`src/rtl/div_iter_pkg.sv`:
```
// Shared constants for the iterative restoring divider: FSM encodings,
// iteration count and datapath width.
package div_iter_pkg;

  localparam int          DATALENGTH = 32;
  localparam logic [31:0] ZEROWORD   = 32'h0000_0000;
  localparam int          DIV_ITER   = 32;

  localparam logic [1:0] DIV_IDLE = 2'd0;
  localparam logic [1:0] DIV_CALC = 2'd1;
  localparam logic [1:0] DIV_FIX  = 2'd2;
  localparam logic [1:0] DIV_DONE = 2'd3;

endpackage

```
`src/rtl/div_iter_step.sv`:
```
// One radix-2 restoring division step: shift {rem, quo} left by one and
// subtract the divisor from the partial remainder when it fits.
module div_iter_step #(
  parameter int W = 32
) (
  input  logic [W:0]   rem,
  input  logic [W-1:0] quo,
  input  logic [W-1:0] dvs,
  output logic [W:0]   rem_nxt,
  output logic [W-1:0] quo_nxt
);

  logic [W:0]   rem_sh;
  logic [W+1:0] trial;

  always_comb begin
    rem_sh = {rem[W-1:0], quo[W-1]};
    // One extra bit so the borrow shows up as a sign bit.
    trial  = {1'b0, rem_sh} - {2'b00, dvs};
    if (!trial[W+1]) begin
      rem_nxt = trial[W:0];
      quo_nxt = {quo[W-2:0], 1'b1};
    end else begin
      rem_nxt = rem_sh;
      quo_nxt = {quo[W-2:0], 1'b0};
    end
  end

endmodule

```
`src/rtl/div_iter.sv`:
```
// Iterative radix-2 restoring divider (DIV/DIVU) for the EX stage.
// Optional macro DIV_EARLY_OUT_EN skips iteration when |dividend| < |divisor|.
module div_iter
  import div_iter_pkg::*;
#(
  parameter int DIV_WIDTH = DIV_ITER
) (
  input  logic                 clock,
  input  logic                 reset,
  input  logic                 start,
  input  logic                 signed_div,
  input  logic [DIV_WIDTH-1:0] dividend,
  input  logic [DIV_WIDTH-1:0] divisor,
  input  logic                 annul,
  output logic                 div_start,
  output logic                 div_end,
  output logic [DIV_WIDTH-1:0] div_hi_data,
  output logic [DIV_WIDTH-1:0] div_lo_data
);

  localparam int W     = DIV_WIDTH;
  localparam int CNT_W = $clog2(DIV_WIDTH);
  localparam logic [CNT_W-1:0] LAST_CNT = CNT_W'(DIV_WIDTH - 1);

  logic [1:0]       state_q, state_d;
  logic [W:0]       rem_q, rem_d;
  logic [W-1:0]     quo_q, quo_d;
  logic [W-1:0]     dvs_q, dvs_d;
  logic [CNT_W-1:0] cnt_q, cnt_d;
  logic             q_neg_q, q_neg_d;
  logic             r_neg_q, r_neg_d;
  logic [W-1:0]     hi_q, hi_d;
  logic [W-1:0]     lo_q, lo_d;

  logic [W-1:0] dvd_abs;
  logic [W-1:0] dvs_abs;
  logic [W:0]   step_rem;
  logic [W-1:0] step_quo;

  div_iter_step #(.W(W)) u_step (
    .rem     (rem_q),
    .quo     (quo_q),
    .dvs     (dvs_q),
    .rem_nxt (step_rem),
    .quo_nxt (step_quo)
  );

  // NOTE: every always_comb output gets a default first, so no path can infer a latch.
  always_comb begin
    state_d = state_q;
    rem_d   = rem_q;
    quo_d   = quo_q;
    dvs_d   = dvs_q;
    cnt_d   = cnt_q;
    q_neg_d = q_neg_q;
    r_neg_d = r_neg_q;
    hi_d    = hi_q;
    lo_d    = lo_q;

    dvd_abs = (signed_div && dividend[W-1]) ? -dividend : dividend;
    dvs_abs = (signed_div && divisor[W-1])  ? -divisor  : divisor;

    case (state_q)
      DIV_IDLE: begin
        if (start) begin
          dvs_d   = dvs_abs;
          q_neg_d = signed_div & (dividend[W-1] ^ divisor[W-1]);
          r_neg_d = signed_div & dividend[W-1];
          rem_d   = '0;
          quo_d   = dvd_abs;
          cnt_d   = '0;
          state_d = DIV_CALC;
          // Divide by zero: preload the fixed result and bypass sign correction.
          if (divisor == '0) begin
            rem_d   = {1'b0, dividend};
            quo_d   = '1;
            q_neg_d = 1'b0;
            r_neg_d = 1'b0;
            state_d = DIV_FIX;
          end
`ifdef DIV_EARLY_OUT_EN
          else if (dvd_abs < dvs_abs) begin
            rem_d   = {1'b0, dvd_abs};
            quo_d   = '0;
            state_d = DIV_FIX;
          end
`endif
        end
      end
      DIV_CALC: begin
        rem_d = step_rem;
        quo_d = step_quo;
        cnt_d = cnt_q + 1'b1;
        if (cnt_q == LAST_CNT) state_d = DIV_FIX;
      end
      DIV_FIX: begin
        lo_d    = q_neg_q ? -quo_q : quo_q;
        hi_d    = r_neg_q ? -rem_q[W-1:0] : rem_q[W-1:0];
        state_d = DIV_DONE;
      end
      default: state_d = DIV_IDLE;
    endcase

    // A flush wins over everything and leaves the last result visible.
    if (annul) begin
      state_d = DIV_IDLE;
      hi_d    = hi_q;
      lo_d    = lo_q;
    end
  end

  // NOTE: state updates use non-blocking assignments so every flop samples pre-edge values.
  always_ff @(posedge clock or negedge reset) begin
    if (!reset) begin
      state_q <= DIV_IDLE;
      rem_q   <= '0;
      quo_q   <= '0;
      dvs_q   <= '0;
      cnt_q   <= '0;
      q_neg_q <= 1'b0;
      r_neg_q <= 1'b0;
      hi_q    <= '0;
      lo_q    <= '0;
    end else begin
      state_q <= state_d;
      rem_q   <= rem_d;
      quo_q   <= quo_d;
      dvs_q   <= dvs_d;
      cnt_q   <= cnt_d;
      q_neg_q <= q_neg_d;
      r_neg_q <= r_neg_d;
      hi_q    <= hi_d;
      lo_q    <= lo_d;
    end
  end

  assign div_start   = (state_q == DIV_CALC) || (state_q == DIV_FIX);
  assign div_end     = (state_q == DIV_DONE);
  assign div_hi_data = hi_q;
  assign div_lo_data = lo_q;

endmodule

```
`config.mk`:
```
export PLATFORM = sky130hd
export DESIGN_NAME = div_iter
export DESIGN_NICKNAME = d
export VERILOG_FILES = /design/src/rtl/div_iter_pkg.sv /design/src/rtl/div_iter_step.sv /design/src/rtl/div_iter.sv
export SDC_FILE = /design/constraint.sdc
export NUM_CORES = 1
export LEC_CHECK = 0
export ABC_AREA = 0
export BUFFER_PORTS_ARGS = -buffer_cell sky130_fd_sc_hd__clkbuf_2
export CAP_MARGIN = 20
export CELL_PAD_IN_SITES_DETAIL_PLACEMENT = 1
export CELL_PAD_IN_SITES_GLOBAL_PLACEMENT = 2
export CORE_ASPECT_RATIO = 0.7
export CORE_MARGIN = 5
export CORE_UTILIZATION = 36
export CTS_CLUSTER_SIZE = 16
export DETAILED_ROUTE_END_ITERATION = 8
export GPL_TIMING_DRIVEN = 1
export PLACE_DENSITY = 0.92
export SLEW_MARGIN = 10
export SYNTH_ARGS = -nofsm -noshare
export SYNTH_HDL_FRONTEND = slang
export SYNTH_HIERARCHICAL = 1
export SYNTH_SLANG_ARGS = --single-unit
```
`constraint.sdc`:
```
create_clock -name clock -period 3.4 [get_ports clock]
set_input_delay 0.68 -clock clock [delete_from_list [all_inputs] [get_ports clock]]
set_output_delay 0.68 -clock clock [all_outputs]
set_load 0.01 [all_outputs]
```
## After elaboration in Yosys (flattened, before gate mapping)

Index checks and enable logic that the tools add are counted.

- Add/sub/neg operators: 6
- Equal/unequal tests: 7
- Bitwise gates (word level): 4
- Reduce and logical (&&, ||, !) cells: 10
- Multiplexer cells: 21

Operators with widths:

| operator | number |
|---|---|
| $mux 32 | 9 |
| $neg 32->32 | 4 |
| $pmux 32 s2 | 2 |
| $sub 33x32->34 | 1 |
| $logic_not 32->1 | 1 |
| $pmux 5 s2 | 1 |
| $mux 2 | 4 |
| $reduce_and 2->1 | 4 |
| $ne 3x3->1 const B | 2 |
| $pmux 2 s3 | 1 |
| $add 5x1->5 const B | 1 |
| $eq 5x5->1 const B | 1 |
| $mux 5 | 1 |
| $eq 2x2->1 const B | 2 |
| $mux 1 | 3 |
| $and 1x1->1 | 2 |
| $eq 2x1->1 const B | 1 |
| $logic_and 1x1->1 | 2 |
| $logic_not 2->1 | 1 |
| $ne 2x2->1 const B | 1 |
| $reduce_bool 2->1 | 1 |
| $logic_or 1x1->1 | 1 |
| $not 1->1 | 1 |
| $xor 1x1->1 | 1 |

- Word-level logic and storage cells: 57
- Output and inout port bits: 66
- Register bits after elaboration: 169
- Bits of input ports: 69

## Depth between registers and ports, before layout

- Depth after elaboration: 5
- Gate-level depth with buffers: 15

## Cells and area by module

The synthesis kept the hierarchy.

By module, submodules not included:

| module | cells an instance | times used | sequential area each (um^2) | area each (um^2) |
|---|---|---|---|---|
| div_iter | 1041 | 1 | 4254.1 | 9608.0 |
| div_iter_step | 396 | 1 | 0.0 | 2613.8 |

## Least setup slack after synthesis

Ideal clock, no wire load.

- Kind: reg-to-reg
- Start: reg quo_q[31]
- End: reg rem_q[26]
- Clock period less this slack: 2923 ps
- Arrival: 2800 ps
- Path buffers: 0
- Data required time: 3277 ps
- Setup slack: 477 ps
- Library setup time: 123 ps
- Cell stages (with the launch flop): 14
- Path through: dfrtp_1 -> inv_1 -> ha_1 -> inv_1 -> fa_1 -> a211oi_1 -> o211a_1 -> o41ai_1 -> nor2_1 -> nor2_1 -> or4_1 -> a41o_1 -> a221oi_2 -> nor2_1

- Longest elaborated chain between the ends: 3

Ends and longest elaborated chain:

| item | RTL line | source |
|---|---|---|
| start: declaration | div_iter.sv:27 | `logic [W-1:0] quo_q, quo_d;` |
| start signal: assignment | div_iter.sv:127 | `quo_q <= quo_d;` |
| $sub 33x32->34 | div_iter_step.sv:19 | `trial = {1'b0, rem_sh} - {2'b00, dvs};` |
| $mux 32 | div_iter_step.sv:20 | `if (!trial[W+1]) begin` |
| named net step_rem[26] | div_iter.sv:37 | `logic [W:0] step_rem;` |
| $pmux 32 s2 | div_iter.sv:63 | `case (state_q)` |
| end signal: assignment | div_iter.sv:126 | `rem_q <= rem_d;` |
| end: declaration | div_iter.sv:26 | `logic [W:0] rem_q, rem_d;` |

The timed path passes the listed nets, and every way through them passes these cells.
A chain may end at the register's enable or synchronous reset.

## Worst setup path after layout

- Start: reg dvs_q[18]
- End: reg rem_q[26]

- Longest elaborated chain between the ends: 3

Ends and longest elaborated chain:

| item | RTL line | source |
|---|---|---|
| start: declaration | div_iter.sv:28 | `logic [W-1:0] dvs_q, dvs_d;` |
| start signal: assignment | div_iter.sv:128 | `dvs_q <= dvs_d;` |
| $sub 33x32->34 | div_iter_step.sv:19 |  |
| $mux 32 | div_iter_step.sv:20 |  |
| named net step_rem[26] | div_iter.sv:37 |  |
| $pmux 32 s2 | div_iter.sv:63 |  |

The timed path passes the listed nets, and every way through them passes these cells.

==> flow_summary.ini <==
[grt]
grt.busiest_layer = met1
grt_pass1_vias = 11240
met3_usage = 0.0686
grt_usage = 0.226
grt_pass1_wl_um = 66600
grt_max_degree = 81
use_met2 = 0.327
use_met1 = 0.332
gr-total-overflow = 0
antenna_found_initial = 2

[power]
clock_power_share = 0.123
sw_frac_of_total = 0.504
power.leakage_uw = 0.00612
power.density_nw_per_um2 = 1170
p_int_uw = 8130
max-vdd-ir-drop_mv = 0.466
p_switching_uw = 8270
finalPower_uw = 16400
p_seq_frac = 0.229
p_comb_frac = 0.648

[final_layout]
syn_to_final_growth_pct = 15.4
nets = 1659
postLayoutCellArea_um2 = 14000
final-seq-area_um2 = 4230
drive_gt1_frac = 0.209
fillers = 4000
multi_input_area_um2 = 7120

[timing]
hold_violations = 0
drv_slew = 0
hold_ws_ns = 0.178
finalCritPeriodShare = 0.962
layout_setup_ws_ns = 0.128
slew_headroom = 0.403
final-setup-viol-count = 0
rsz0062_at_grt = true
tightest_slew_ns = 0.892
min_period_ns = 3.27
clock_skew_ns = 0.0135
fmax_mhz = 306
finalSetupTns_ns = 0

[route]
routedWlPerCell_um = 21.5
drt_iter0_drc = 803
routed_wl_um = 43000
final_antenna_net_count = 0
drc = 0
vias = 11115
firstDrtPassIters = 5
avgViaCountPerCell = 5.57

[critical_path]
required_ns = 3.74
setup.worst_path.end_class = flip-flop
critical_path_peak_fanout = 24
cp-start-kind = flip-flop
cp_cell_sequence = inv_1 > ha_1 > nand3_4 > o211ai_1 > nor2_1 > o31ai_1 > buf_4 > o21bai_2 > a31o_4 > and2_1 > a41o_1 > a221oi_2 > nor2_1
timing.rr.start = dvs_q[18]
crit_start = dvs_q[18]
crit_arrival_ns = 3.61
criticalPathCategory = flip-flop to flip-flop
cpMostUsedCell = nor2_1
cpPeakStageDelay_ns = 0.44
crit_slowest_cell = ha_1

[cts]
clk_pin_slew_worst_paths_ns = 0.07
cts_made_buffers = 17
clock_latency_ns = 0.46
clock-sinks = 169
clock-root-buffer = clkbuf_16
tritoncts = yes
cts_hold_buf = 0
cts.htree.levels = 4
cts_max_path_buffers = 2

[logic_synthesis]
synth_warnings = 6
syn_avg_cell_area_um2 = 8.51
netlist_area_um2 = 12100
synth_nets = 1539
synthCells = 1427

[status]
status = complete, no violations

[placed_design]
place.gp.congestion = 0.927
dp_hpwl_um = 32600
dp_slack_ns = 0.130
portBuffers = 134
placed_area_um2 = 13400

[die]
die-area_um2 = 37600
die_w_um = 230
ios = 135
start_util = 0.363
rows = 56
die_h_um = 164
coreArea_um2 = 33400

[hold_path]
min_path_type = input pin to async pin

[run]
maxCapViolations = 0
## layout make-up
type,count,share of cell area
antenna,1,0.000179
clock buffer,19,0.0309
clock inverter,13,0.0103
inverter,58,0.0155
multi-input combinational,1092,0.508
sequential,169,0.302
tap,435,0.0388
timing repair buffer,209,0.0944
## what timing repair did
item | in CTS | in global routing
buffers inserted | 0 | 1
resized for setup | 0 | 5
setup endpoints to repair | 0 | 23
## state kept, by name, summed over array words and instances (netlist names)
name and cells:
r_neg_q 1, q_neg_q 1, state_q 2, rem_q 32, dvs_q 32, cnt_q 5, div_hi_data 32, quo_q 32
div_lo_data 32
## metrics by stage
step / util / instances
final: 0.419 / 1996
after global routing: 0.419 / 1995
after CTS: 0.417 / 1992
after detailed placement: 0.400 / 1960
after global placement: 0.400 / 1960
after floorplan: - / 1427
## cells in the final DEF, fill, tap and decap left out, types with 30 or more instances in the layout
| cell | count |
|---|---|
| o21ai_0 | 162 |
| o31ai_1 | 35 |
| a221oi_2 | 30 |
| dfrtp_1 | 169 |
| nand2_1 | 180 |
| a21oi_1 | 69 |
| ha_1 | 41 |
| xnor2_1 | 47 |
| buf_4 | 69 |
| xor2_1 | 96 |
| nor2_1 | 117 |
| or3_1 | 32 |
| inv_1 | 58 |
| clkbuf_2 | 133 |
## final timing paths
check | endpoint | slack (ns) | depth (start not counted)
min | div_hi_data[23] | 0.18 | 1
max in group asynchronous | div_lo_data[4] | 2.40 | 2
max reg2reg | rem_q[26] | 0.13 | 13
min reg2reg | div_lo_data[23] | 0.48 | 2
max | rem_q[26] | 0.13 | 13
min in group clock | state_q[1] | 0.43 | 2
## routing by layer
layer | up-vias | share of wire | wire length (um)
li1 | 5266 | - | -
met1 | 5492 | 0.49 | 21200
met2 | 318 | 0.41 | 17800
met3 | 35 | 0.078 | 3380
met4 | 4 | 0.014 | 582
met5 | - | 0.00079 | 34
## power by group through the flow
stage,clock network (uW),registers [uW],logic (uW)
6_report,2010,3760,10600
5_1_grt,2160,3880,11600
4_1_cts,2060,3790,10200
3_5_place_dp,0,3830,10100
3_3_place_gp,0,3750,9940
2_1_floorplan,0,3790,7100
## critical path: cells and delay by family (launching register included)
| family | cells | cell delay [ns] |
|---|---|---|
| flip-flops | 1 | 0.37 |
| AND/OR/NAND/NOR | 4 | 0.51 |
| buffers and inverters | 2 | 0.26 |
| adder cells (fa/ha/maj) | 1 | 0.44 |
| AO/OA/AOI/OAI | 6 | 1.56 |
Power figures use the tool's default switching activity.
